### src/rtl/bout_controller.sv
// Bout controller: match-level sequencer for touches, lockout and score.
// Gates the action FSM, awards touches and drives the HUD state.
module bout_controller #(
  parameter int unsigned LOCKOUT_CYCLES = 2970000,
  parameter int unsigned PAUSE_CYCLES   = 74250000,
  parameter int unsigned WIN_SCORE      = 5,
  parameter int unsigned SCORE_W        = 4
) (
  input  logic               clk_pixel_in,
  input  logic               rst_n_in,
  input  logic               start_in,
  input  logic               hits_valid_in,
  input  logic               player_hit_in,
  input  logic               opponent_hit_in,
  output logic               fsm_enable_out,
  output logic               round_reset_out,
  output logic [SCORE_W-1:0] player_score_out,
  output logic [SCORE_W-1:0] opponent_score_out,
  output logic [1:0]         winner_out,
  output logic [2:0]         state_out
);

  localparam int unsigned MAX_CYC =
    (LOCKOUT_CYCLES > PAUSE_CYCLES) ?
    LOCKOUT_CYCLES : PAUSE_CYCLES;

  // Counter counts down from N-1 to 0, so it only
  // needs to hold MAX_CYC-1.
  localparam int unsigned CNT_W =
    (MAX_CYC > 1) ? $clog2(MAX_CYC) : 1;

  localparam logic [CNT_W-1:0] LOCK_LD =
    CNT_W'(LOCKOUT_CYCLES - 1);
  localparam logic [CNT_W-1:0] PAUSE_LD =
    CNT_W'(PAUSE_CYCLES - 1);
  localparam logic [SCORE_W-1:0] WIN =
    SCORE_W'(WIN_SCORE);
  localparam logic [SCORE_W-1:0] ONE =
    SCORE_W'(1);

  typedef enum logic [2:0] {
    S_IDLE       = 3'd0,
    S_COUNTDOWN  = 3'd1,
    S_FENCE      = 3'd2,
    S_LOCKOUT    = 3'd3,
    S_AWARD      = 3'd4,
    S_PAUSE      = 3'd5,
    S_MATCH_OVER = 3'd6
  } state_t;

  state_t             state_q, state_d;
  logic [CNT_W-1:0]   cnt_q, cnt_d;
  logic [SCORE_W-1:0] p_score_q, p_score_d;
  logic [SCORE_W-1:0] o_score_q, o_score_d;
  logic [1:0]         winner_q, winner_d;
  logic               p_lat_q, p_lat_d;
  logic               o_lat_q, o_lat_d;
  logic               rr_q, rr_d;
  logic               en_q, en_d;

  logic               hit;
  logic               cnt_done;
  logic [SCORE_W-1:0] p_inc;
  logic [SCORE_W-1:0] o_inc;
  logic               p_won;
  logic               o_won;

  // Hit qualification and saturating score candidates.
  always_comb begin
    hit = hits_valid_in &
          (player_hit_in | opponent_hit_in);
    cnt_done = (cnt_q == '0);
    p_inc = p_score_q;
    o_inc = o_score_q;
    if (p_lat_q && (p_score_q < WIN)) begin
      p_inc = p_score_q + ONE;
    end
    if (o_lat_q && (o_score_q < WIN)) begin
      o_inc = o_score_q + ONE;
    end
    p_won = (p_inc == WIN);
    o_won = (o_inc == WIN);
  end

  // Next-state and next-output logic for the match sequencer.
  always_comb begin
    state_d   = state_q;
    cnt_d     = cnt_q;
    p_score_d = p_score_q;
    o_score_d = o_score_q;
    winner_d  = winner_q;
    p_lat_d   = p_lat_q;
    o_lat_d   = o_lat_q;
    rr_d      = 1'b0;

    unique case (state_q)
      S_IDLE, S_MATCH_OVER: begin
        if (start_in) begin
          state_d   = S_COUNTDOWN;
          cnt_d     = PAUSE_LD;
          p_score_d = '0;
          o_score_d = '0;
          winner_d  = 2'b00;
          p_lat_d   = 1'b0;
          o_lat_d   = 1'b0;
          rr_d      = 1'b1;
        end
      end

      S_COUNTDOWN, S_PAUSE: begin
        if (cnt_done) begin
          state_d = S_FENCE;
        end else begin
          cnt_d = cnt_q - CNT_W'(1);
        end
      end

      S_FENCE: begin
        if (hit) begin
          state_d = S_LOCKOUT;
          cnt_d   = LOCK_LD;
          p_lat_d = player_hit_in;
          o_lat_d = opponent_hit_in;
        end
      end

      S_LOCKOUT: begin
        if (hits_valid_in) begin
          p_lat_d = p_lat_q | player_hit_in;
          o_lat_d = o_lat_q | opponent_hit_in;
        end
        if (cnt_done) begin
          state_d = S_AWARD;
        end else begin
          cnt_d = cnt_q - CNT_W'(1);
        end
      end

      S_AWARD: begin
        p_score_d = p_inc;
        o_score_d = o_inc;
        p_lat_d   = 1'b0;
        o_lat_d   = 1'b0;
        if (p_won || o_won) begin
          state_d  = S_MATCH_OVER;
          winner_d = {o_won, p_won};
        end else begin
          state_d = S_PAUSE;
          cnt_d   = PAUSE_LD;
          rr_d    = 1'b1;
        end
      end

      default: begin
        state_d = S_IDLE;
        cnt_d   = '0;
        p_lat_d = 1'b0;
        o_lat_d = 1'b0;
      end
    endcase

    en_d = (state_d == S_FENCE) ||
           (state_d == S_LOCKOUT);
  end

  // State, counter, scores and registered outputs.
  always_ff @(posedge clk_pixel_in or negedge rst_n_in) begin
    if (!rst_n_in) begin
      state_q   <= S_IDLE;
      cnt_q     <= '0;
      p_score_q <= '0;
      o_score_q <= '0;
      winner_q  <= 2'b00;
      p_lat_q   <= 1'b0;
      o_lat_q   <= 1'b0;
      rr_q      <= 1'b0;
      en_q      <= 1'b0;
    end else begin
      state_q   <= state_d;
      cnt_q     <= cnt_d;
      p_score_q <= p_score_d;
      o_score_q <= o_score_d;
      winner_q  <= winner_d;
      p_lat_q   <= p_lat_d;
      o_lat_q   <= o_lat_d;
      rr_q      <= rr_d;
      en_q      <= en_d;
    end
  end

  assign fsm_enable_out     = en_q;
  assign round_reset_out    = rr_q;
  assign player_score_out   = p_score_q;
  assign opponent_score_out = o_score_q;
  assign winner_out         = winner_q;
  assign state_out          = state_q;

endmodule

### config.mk
export PLATFORM = sky130hd
export DESIGN_NAME = bout_controller
export DESIGN_NICKNAME = d
export VERILOG_FILES = /design/src/rtl/bout_controller.sv
export SDC_FILE = /design/constraint.sdc
export NUM_CORES = 1
export LEC_CHECK = 0
export CAP_MARGIN = 10
export CORE_MARGIN = 2
export CORE_UTILIZATION = 53
export DETAILED_ROUTE_END_ITERATION = 8
export GPL_TIMING_DRIVEN = 1
export PLACE_DENSITY = 0.74
export SLEW_MARGIN = 0
export SYNTH_ARGS = -nofsm -noshare
export SYNTH_HDL_FRONTEND = slang
export SYNTH_SLANG_ARGS = --single-unit
### constraint.sdc
create_clock -name clk_pixel_in -period 2.42 [get_ports clk_pixel_in]
set_input_delay 0.484 -clock clk_pixel_in [delete_from_list [all_inputs] [get_ports clk_pixel_in]]
set_output_delay 0.484 -clock clk_pixel_in [all_outputs]
set_load 0.01 [all_outputs]
==> results.md, run 1 <==
- Status: finished clean
- HP Class: primary input to asynchronous set/reset pin
- Max Cap Viol: 0
- Delay-heaviest family, CP: compound AO/OA/AOI/OAI gates
- Clk root buf: clkbuf_8
- Core Rows: 25
- Internal power: 1110 uW
- Mapped Area: 2680 um^2
- Vias in the first global route: 2453
- Core ar.: 4790 um^2
- Global-route wire length before repair: ~11 mm
- Tmin final: around 2.4 ns
- Synth area leader: dfrtp_1
- Worst-Skew Late Latency: 0.31 ns
- Synth cell types: 64
- Core Util, Final: 0.717
- CTS max path bufs: 2
- Hpwl dp: roughly 5 mm
- Initial antenna violation count: 0
- Yosys reg bits: 44
- Synth cell count leaders: 44 x dfrtp_1, 40 x o21ai_0, 28 x nand2_1, 27 x nor2_1, 16 x a21oi_1
- Slowest cell on the critical path: or4_4
- Psw: 279 uW
- Vias per cell: 6.28
- Req. time, crit path: 2.62 ns
- Cell Area, Placed: between 3000 and 4000 um^2
- Buf/Inv on CP: 2
- Setup_tns: 0 ns
- Worst Reg2Reg Path Length in Cells: 8
- VDD IR max: 0.260 mV
- CTS Hold Buffers Added: 0
- Syn_nets: 310
- Die Width: 75.1 um
- Drt initial violations: 233
- Total Routed Length: 7.45 mm
- Worst Path Arrival: 2.58 ns
- Worst Setup End Kind: flop
- Clock Power Share: 0.449
- Logic pwr share: 0.022
- Yosys warns: 0
- Crit start category: flop
- Htree depth: 2
- Final Hold Vio Count: 0
- Top-count cell post-synth: dfrtp_1
- Top cells by area, synth: dfrtp_1 41%, o21ai_0 7.5%, nand2_1 3.9%
- Fraction of layout cells with a size suffix above 1: 0.194
- WS Path Type: flop to flop
- Crit path depth: 8
- Tcrit/Tclk final: 0.985
- I/O pin cnt: 21
- Post-Syn Area per Cell: between 8 and 9 um^2
- Worst slew pin tran: 0.627 ns
- Largest net degree at the start of global routing: 37
- Port Buffer Count: 20
- Post-synthesis sequential area ratio: 0.411
- Power Dens Cells: 405 nW/um^2
- FMAX: 0.420 GHz
- Top_reg_cell synth: dfrtp_1
- Routed Antenna Nets: 0
- Slew HR: 0.582
- DR WL/cell: roughly 18 um
- Final Cell Area: 3430 um^2
- Total GRT Usage: 0.269
- Post-synth EDFFs: 0
- CP peak stage delay: 0.51 ns
- Flop pwr share: 0.529
- Crit path from: opponent_score_out[0]
- Worst-path clk slew: 0.09 ns
- Via count: 2627
- Sw frac: 0.201
- Pre-Repair DR Iteration Count: 6
- Die Span Y: 75.1 um
- Slew Limit Fails: 0
- Yosys top cell area share: 0.411
- Cells after Synth: 299
- Starting density of the core: 0.560
- GRT Residual Overflow: 0
- CTS Sinks: 44
- Final net count: 361
- RSZ-0062 raised after global routing: true
- CTS tree: built
- Hold Worst Slack: 0.191 ns
- Leak pwr: roughly 0.0014 uW
- Layout Skew: around 0.0083 ns
- Worst-path cell chain: inv_2, ha_4, or4_4, a211o_1, o211ai_4, buf_12, o21ba_4, o22a_1
- Residual DRC: 0
- R2r startpoint: opponent_score_out[0]
- CTS buffer count: 5
- Placer congestion estimate: 0.910
- Area grow syn2layout: 28.1%
- Crit path max fanout: 6
- Asr flop ratio synth: 1.00
- # diodes: 0
- Final setup viols: 0
- Die ar.: about 5600 um^2
==> cells by family (layout without fill, tap and decap cells) <==
group,Yosys count,count (layout),synth area share
XOR/XNOR,4,4,0.0131
flip-flops,44,44,0.411
adder cells (fa/ha/maj),5,5,0.0234
AND/OR/NAND/NOR,104,104,0.216
AO/OA/AOI/OAI,114,114,0.286
buffers and inverters,26,78,0.0434
multiplexers,2,2,0.00747
==> final timing paths <==
kind                       slack (ns)       endpoint
setup reg to reg                 0.04      cnt_q[13]
min in group clk_pixel_in        0.51  winner_out[0]
hold / removal                   0.19      cnt_q[13]
setup / recovery                 0.04      cnt_q[13]
max in group asynchronous        1.64      cnt_q[18]
hold reg to reg                  0.51  winner_out[0]
==> state kept, by name, summed over array words and instances (netlist names) <==
register	count
cnt_q	27
opponent_score_out	4
player_score_out	4
state_out	3
winner_out	2
fsm_enable_out	1
o_lat_q	1
p_lat_q	1
round_reset_out	1
==> area by class of cell <==
type / instances / area, um^2
multi-input cells: 229 / 1510
fillers: 366 / 1360
flip-flops and latches: 44 / 1100
repair buffers: 57 / 558
clock buffers: 7 / 96.3
well taps: 67 / 83.8
inverters: 13 / 48.8
clock inverters: 1 / 30.0
==> repair_timing <==
action                     4_1_cts  5_1_grt
setup buffers                    0        5
setup endpoints to repair        0       23
gates resized for setup          0       25
==> worst register-to-register path: cells and delay by family, from the launching register on <==
kind	cells	cell delay (ns)
compound gates	4	0.90
simple gates	1	0.51
flops	1	0.39
buf+inv	2	0.27
fa+ha+maj	1	0.21
==> power by group through the flow <==
stage               Sequential, uW  Combinational, uW  Clock, uW
finish                         734               29.9        624
CTS                            734               31.1        636
floorplan                      749               1.50          0
global placement               749               30.7          0
global route                   735               34.9        656
detailed placement             749               31.1          0
==> layout by cell type, fill, tap and decap left out, drive strengths merged, types with 2 or more instances in the layout <==
| cell type | instances |
|---|---|
| a211o | 2 |
| a21oi | 16 |
| a22o | 6 |
| a31oi | 7 |
| a32o | 4 |
| a41oi | 2 |
| and2 | 5 |
| and3 | 2 |
| buf | 35 |
| clkbuf | 10 |
| clkdlybuf4s50 | 19 |
| dfrtp | 44 |
| ha | 5 |
| inv | 13 |
| mux2i | 2 |
| nand2 | 28 |
| nand2b | 4 |
| nand3 | 7 |
| nand3b | 3 |
| nand4 | 3 |
| nor2 | 28 |
| nor2b | 2 |
| nor3 | 7 |
| nor4 | 4 |
| o211ai | 5 |
| o21ai | 44 |
| o21bai | 2 |
| o22ai | 2 |
| o31a | 3 |
| o31ai | 7 |
| o41ai | 2 |
| or3 | 3 |
| or4 | 4 |
| xnor2 | 3 |
==> routing by layer <==
metal | track usage | up-vias | part of all wire
met5 | 0 | - | 0
met4 | 0.123 | 0 | 0.034
met3 | 0.0482 | 29 | 0.072
met1 | 0.343 | 1254 | 0.41
met2 | 0.443 | 125 | 0.48
li1 | - | 1219 | -
==> per-stage QoR <==
stage	total power, uW	std cells	worst slack (ns)
after floorplan	751	299	0.00121
after global placement	780	400	0.101
after detailed placement	780	400	0.0846
after CTS	1400	408	0.0541
after global routing	1430	418	-0.0302
final	1390	418	0.0374
No activity file was read; power rests on OpenSTA's default activity.
==> run 2: changes to the inputs <==
SLEW_MARGIN = 30   (was 0)
==> results of run 2 <==
Final layout, timing and power as in run 1 (identical DEF).
==> run 3: changes to the inputs <==
ABC_AREA = 1   (was unset)
CORE_UTILIZATION = 54   (was 53)
PLACE_DENSITY = 0.75   (was 0.74)
RECOVER_POWER = 25   (was unset)
==> run 3 against run 2 <==
Routed wire length decreased by 1.6%. Sequential power increased by 89%. Core utilization decreased by 9.5 points. Synthesized cell count increased by 55%. Fmax increased by 17%. First-iteration DRC count decreased by 18%. Design area decreased by 0.88%. Critical path depth increased by 6. Count of clock-buffer cells in the layout unchanged. Hold slack improved by 0.14 ns. Register-to-register slack improved by 0.35 ns. Sequential share of layout area increased by 0.28 points. Critical path type unchanged. Critical endpoint unchanged.
==> results.md, run 3 <==
- Req. time, crit path: 2.62 ns (about the same)
- Final setup viols: 0 (unchanged)
- WL met1: 3.36 mm (+9.3%)
- Synth cell types: 32 (-50%)
- CTS Sinks: 44 (unchanged)
- Yosys reg bits: 44 (unchanged)
- Top-count cell post-synth: nand2_1
- DR WL met3: 308 um (-42%)
- Commonest non-fill, non-tap cell in the layout: nand2_1
- Largest net degree at the start of global routing: 29 (-22%)
- Finished Layout Cells: 561 (+34%)
- Worst Path Arrival: 2.23 ns (-0.35 ns)
- CTS buffer count: 5 (unchanged)
- Hold Worst Slack: 0.328 ns (+0.137 ns)
- Status: finished clean
- DR WL/cell: 13.1 um (-27%)
- R2r startpoint: player_score_out[0]
- Dpl cells: 553 (+38%)
- Area grow syn2layout: 11.2%
- Global-route wire length before repair: 12.9 mm (+12%)
- Pre-Repair DR Iteration Count: 4 (-2)
- Routed Antenna Nets: 0 (unchanged)
- FF-to-FF End: cnt_q[13]
- Crit path max fanout: 13 (+7)
- Slew HR: 0.310 (-0.273)
- Top cells by area, synth: dfrtp_1 36%, nand2_1 20%, nor2_1 8.6%
- Synth area leader: dfrtp_1
- Setup_tns: 0 ns (unchanged)
- Worst-Skew Late Latency: 0.31 ns (about the same)
- Worst-path clk slew: 0.08 ns (about the same)
- Max reg flops: 27 (unchanged)
- Slew Limit Fails: 0 (unchanged)
- Die ar.: 6280 um^2 (+11%)
- Initial antenna violation count: 0 (unchanged)
- Worst slew pin tran: 1.04 ns (+0.409 ns)
- Die Width: 79.3 um (+5.6%)
- Post-Syn Area per Cell: 6.59 um^2 (-26%)
- Htree depth: 2 (unchanged)
- Via count: 2948 (+12%)
- CTS max path bufs: 2 (unchanged)
- WS Path Type: flop to flop
- Top_reg_cell synth: dfrtp_1
- Tmin final: 2.03 ns (-0.350 ns)
- Vias in the first global route: 2905 (+18%)
- Yosys warns: 0 (unchanged)
- Drt initial violations: 191 (-18%)
- Synth cell count leaders: 166 x nand2_1, 70 x nor2_1, 44 x dfrtp_1, 44 x inv_1, 41 x nand3_1
- CTS Hold Buffers Added: 0 (unchanged)
- I/O pin cnt: 21 (unchanged)
- Residual DRC: 0 (unchanged)
- Die Span Y: 79.3 um (+5.6%)
- VDD IR max: 0.620 mV (+140%)
- Port Buffer Count: 20 (unchanged)
- Post-synth EDFFs: 0 (unchanged)
- Worst Reg2Reg Path Length in Cells: 14 (+6)
- Core Rows: 27 (+8.0%)
- Clk root buf: clkbuf_8
- Asr flop ratio synth: 1.00 (unchanged)
- Mapped Area: 3060 um^2 (+14%)
- Cells after Synth: 464 (+55%)
- Final net count: 499 (+38%)
- Leak pwr: 0.00176 uW (+24%)
- GRT Residual Overflow: 0 (unchanged)
- Syn_nets: 475 (+53%)
- Post-CTS setup buffers: 0 (unchanged)
- CTS tree: built
- HP Class: primary input to asynchronous set/reset pin
- Final Cell Area: 3400 um^2 (-0.88%)
- Hpwl dp: 5.49 mm (+12%)
- Max Cap Viol: 0 (unchanged)
- Worst Setup End Kind: flop
- Placer congestion estimate: 0.909 (-0.11%)
- Final Hold Vio Count: 0 (unchanged)
- R2R Setup Slk: 0.39 ns (+0.35 ns)
- Most frequent cells in the layout: 166 x nand2_1, 70 x nor2_1, 44 x inv_1, 44 x dfrtp_1, 41 x nand3_1
- Cell Area, Placed: 3310 um^2 (+6.3%)
- DR WL met2: 3.49 mm (-2.8%)
- FILL cells: 521 (+42%)
- Total GRT Usage: 0.257 (-0.0113)
- Power Dens Cells: 1040 nW/um^2 (+160%)
- Max layer used: met4
- Vias per cell: 5.25 (-16%)
- Starting density of the core: 0.559 (-0.000754)
- # diodes: 0 (unchanged)
- Layout Skew: 0.00379 ns (-0.00456 ns)
- Register name with the most flops: cnt_q
- Post-synthesis sequential area ratio: 0.360 (-0.0511)
- FMAX: 0.492 GHz (+17%)
- Core Util, Final: 0.621 (-0.0955)
- Crit start category: flop
- RSZ-0062 raised after global routing: false
- Core ar.: 5470 um^2 (+14%)
- Tcrit/Tclk final: 0.840 (-0.144)
- Yosys top cell area share: 0.360 (-0.0511)
- Post-CTS Resized: 0 (unchanged)
- Fraction of layout cells with a size suffix above 1: 0.0838 (-0.110)
- Total Routed Length: 7.34 mm (-1.6%)
==> run 3: kinds of logic after synthesis <==
family,share of synthesized area
buffers and inverters,0.0900
AO/OA/AOI/OAI,0.0634
XOR/XNOR,0.0258
flip-flops,0.360
AND/OR/NAND/NOR,0.440
adder cells (fa/ha/maj),0.0204
==> run 3: worst max path at each step <==
| stage | slack (ns) | endpoint | startpoint | cells after the start |
|---|---|---|---|---|
| 6_report | 0.39 | cnt_q[13] | player_score_out[0] | 14 |
| 5_1_grt | 0.14 | cnt_q[11] | player_score_out[0] | 14 |
| 2_1_floorplan | 0.63 | cnt_q[21] | player_score_out[0] | 14 |
| 3_5_place_dp | 0.42 | cnt_q[0] | player_score_out[0] | 14 |
| 3_3_place_gp | 0.47 | cnt_q[7] | player_score_out[0] | 14 |
| 4_1_cts | 0.41 | cnt_q[0] | player_score_out[0] | 14 |
==> run 3: power by group <==
group / switching, uW / internal [uW]
combinational: 948 / 694
clock: 261 / 232
sequential: 366 / 1020
total: 1570 / 1950
==> run 3: per-stage QoR <==
step	power, uW	worst slack, ns
global route	3880	0.136
floorplan	2510	0.629
CTS	3530	0.409
global placement	2980	0.467
finish	3520	0.387
detailed placement	3020	0.420
==> run 3: critical path: stages (launching register included) <==
cell and delay [ns]:
dfrtp_1 0.44, inv_1 0.12, ha_1 0.18, inv_1 0.04, nand2_1 0.09, nand2_1 0.11, nand2_1 0.08, nand2_1 0.07
nor2_1 0.15, nand3_1 0.12, nand2_1 0.16, nor2_4 0.04, buf_4 0.18, nand2_1 0.07, nand2_1 0.06
==> run 3: per-layer routing <==
layer	vias to the layer above	global-route usage
met5	-	0
met4	0	0.107
met3	19	0.0489
met2	60	0.419
met1	1361	0.337
li1	1508	-
==> run 3: cell type report <==
type / instances / area (um^2) / share of cell area
timing repair buffer: 26 / 235 / 0.0692
multi-input combinational: 359 / 1680 / 0.495
inverter: 52 / 198 / 0.0581
clock buffer: 7 / 86.3 / 0.0254
sequential: 44 / 1100 / 0.324
tap: 72 / 90.1 / 0.0265
clock inverter: 1 / 7.51 / 0.00221
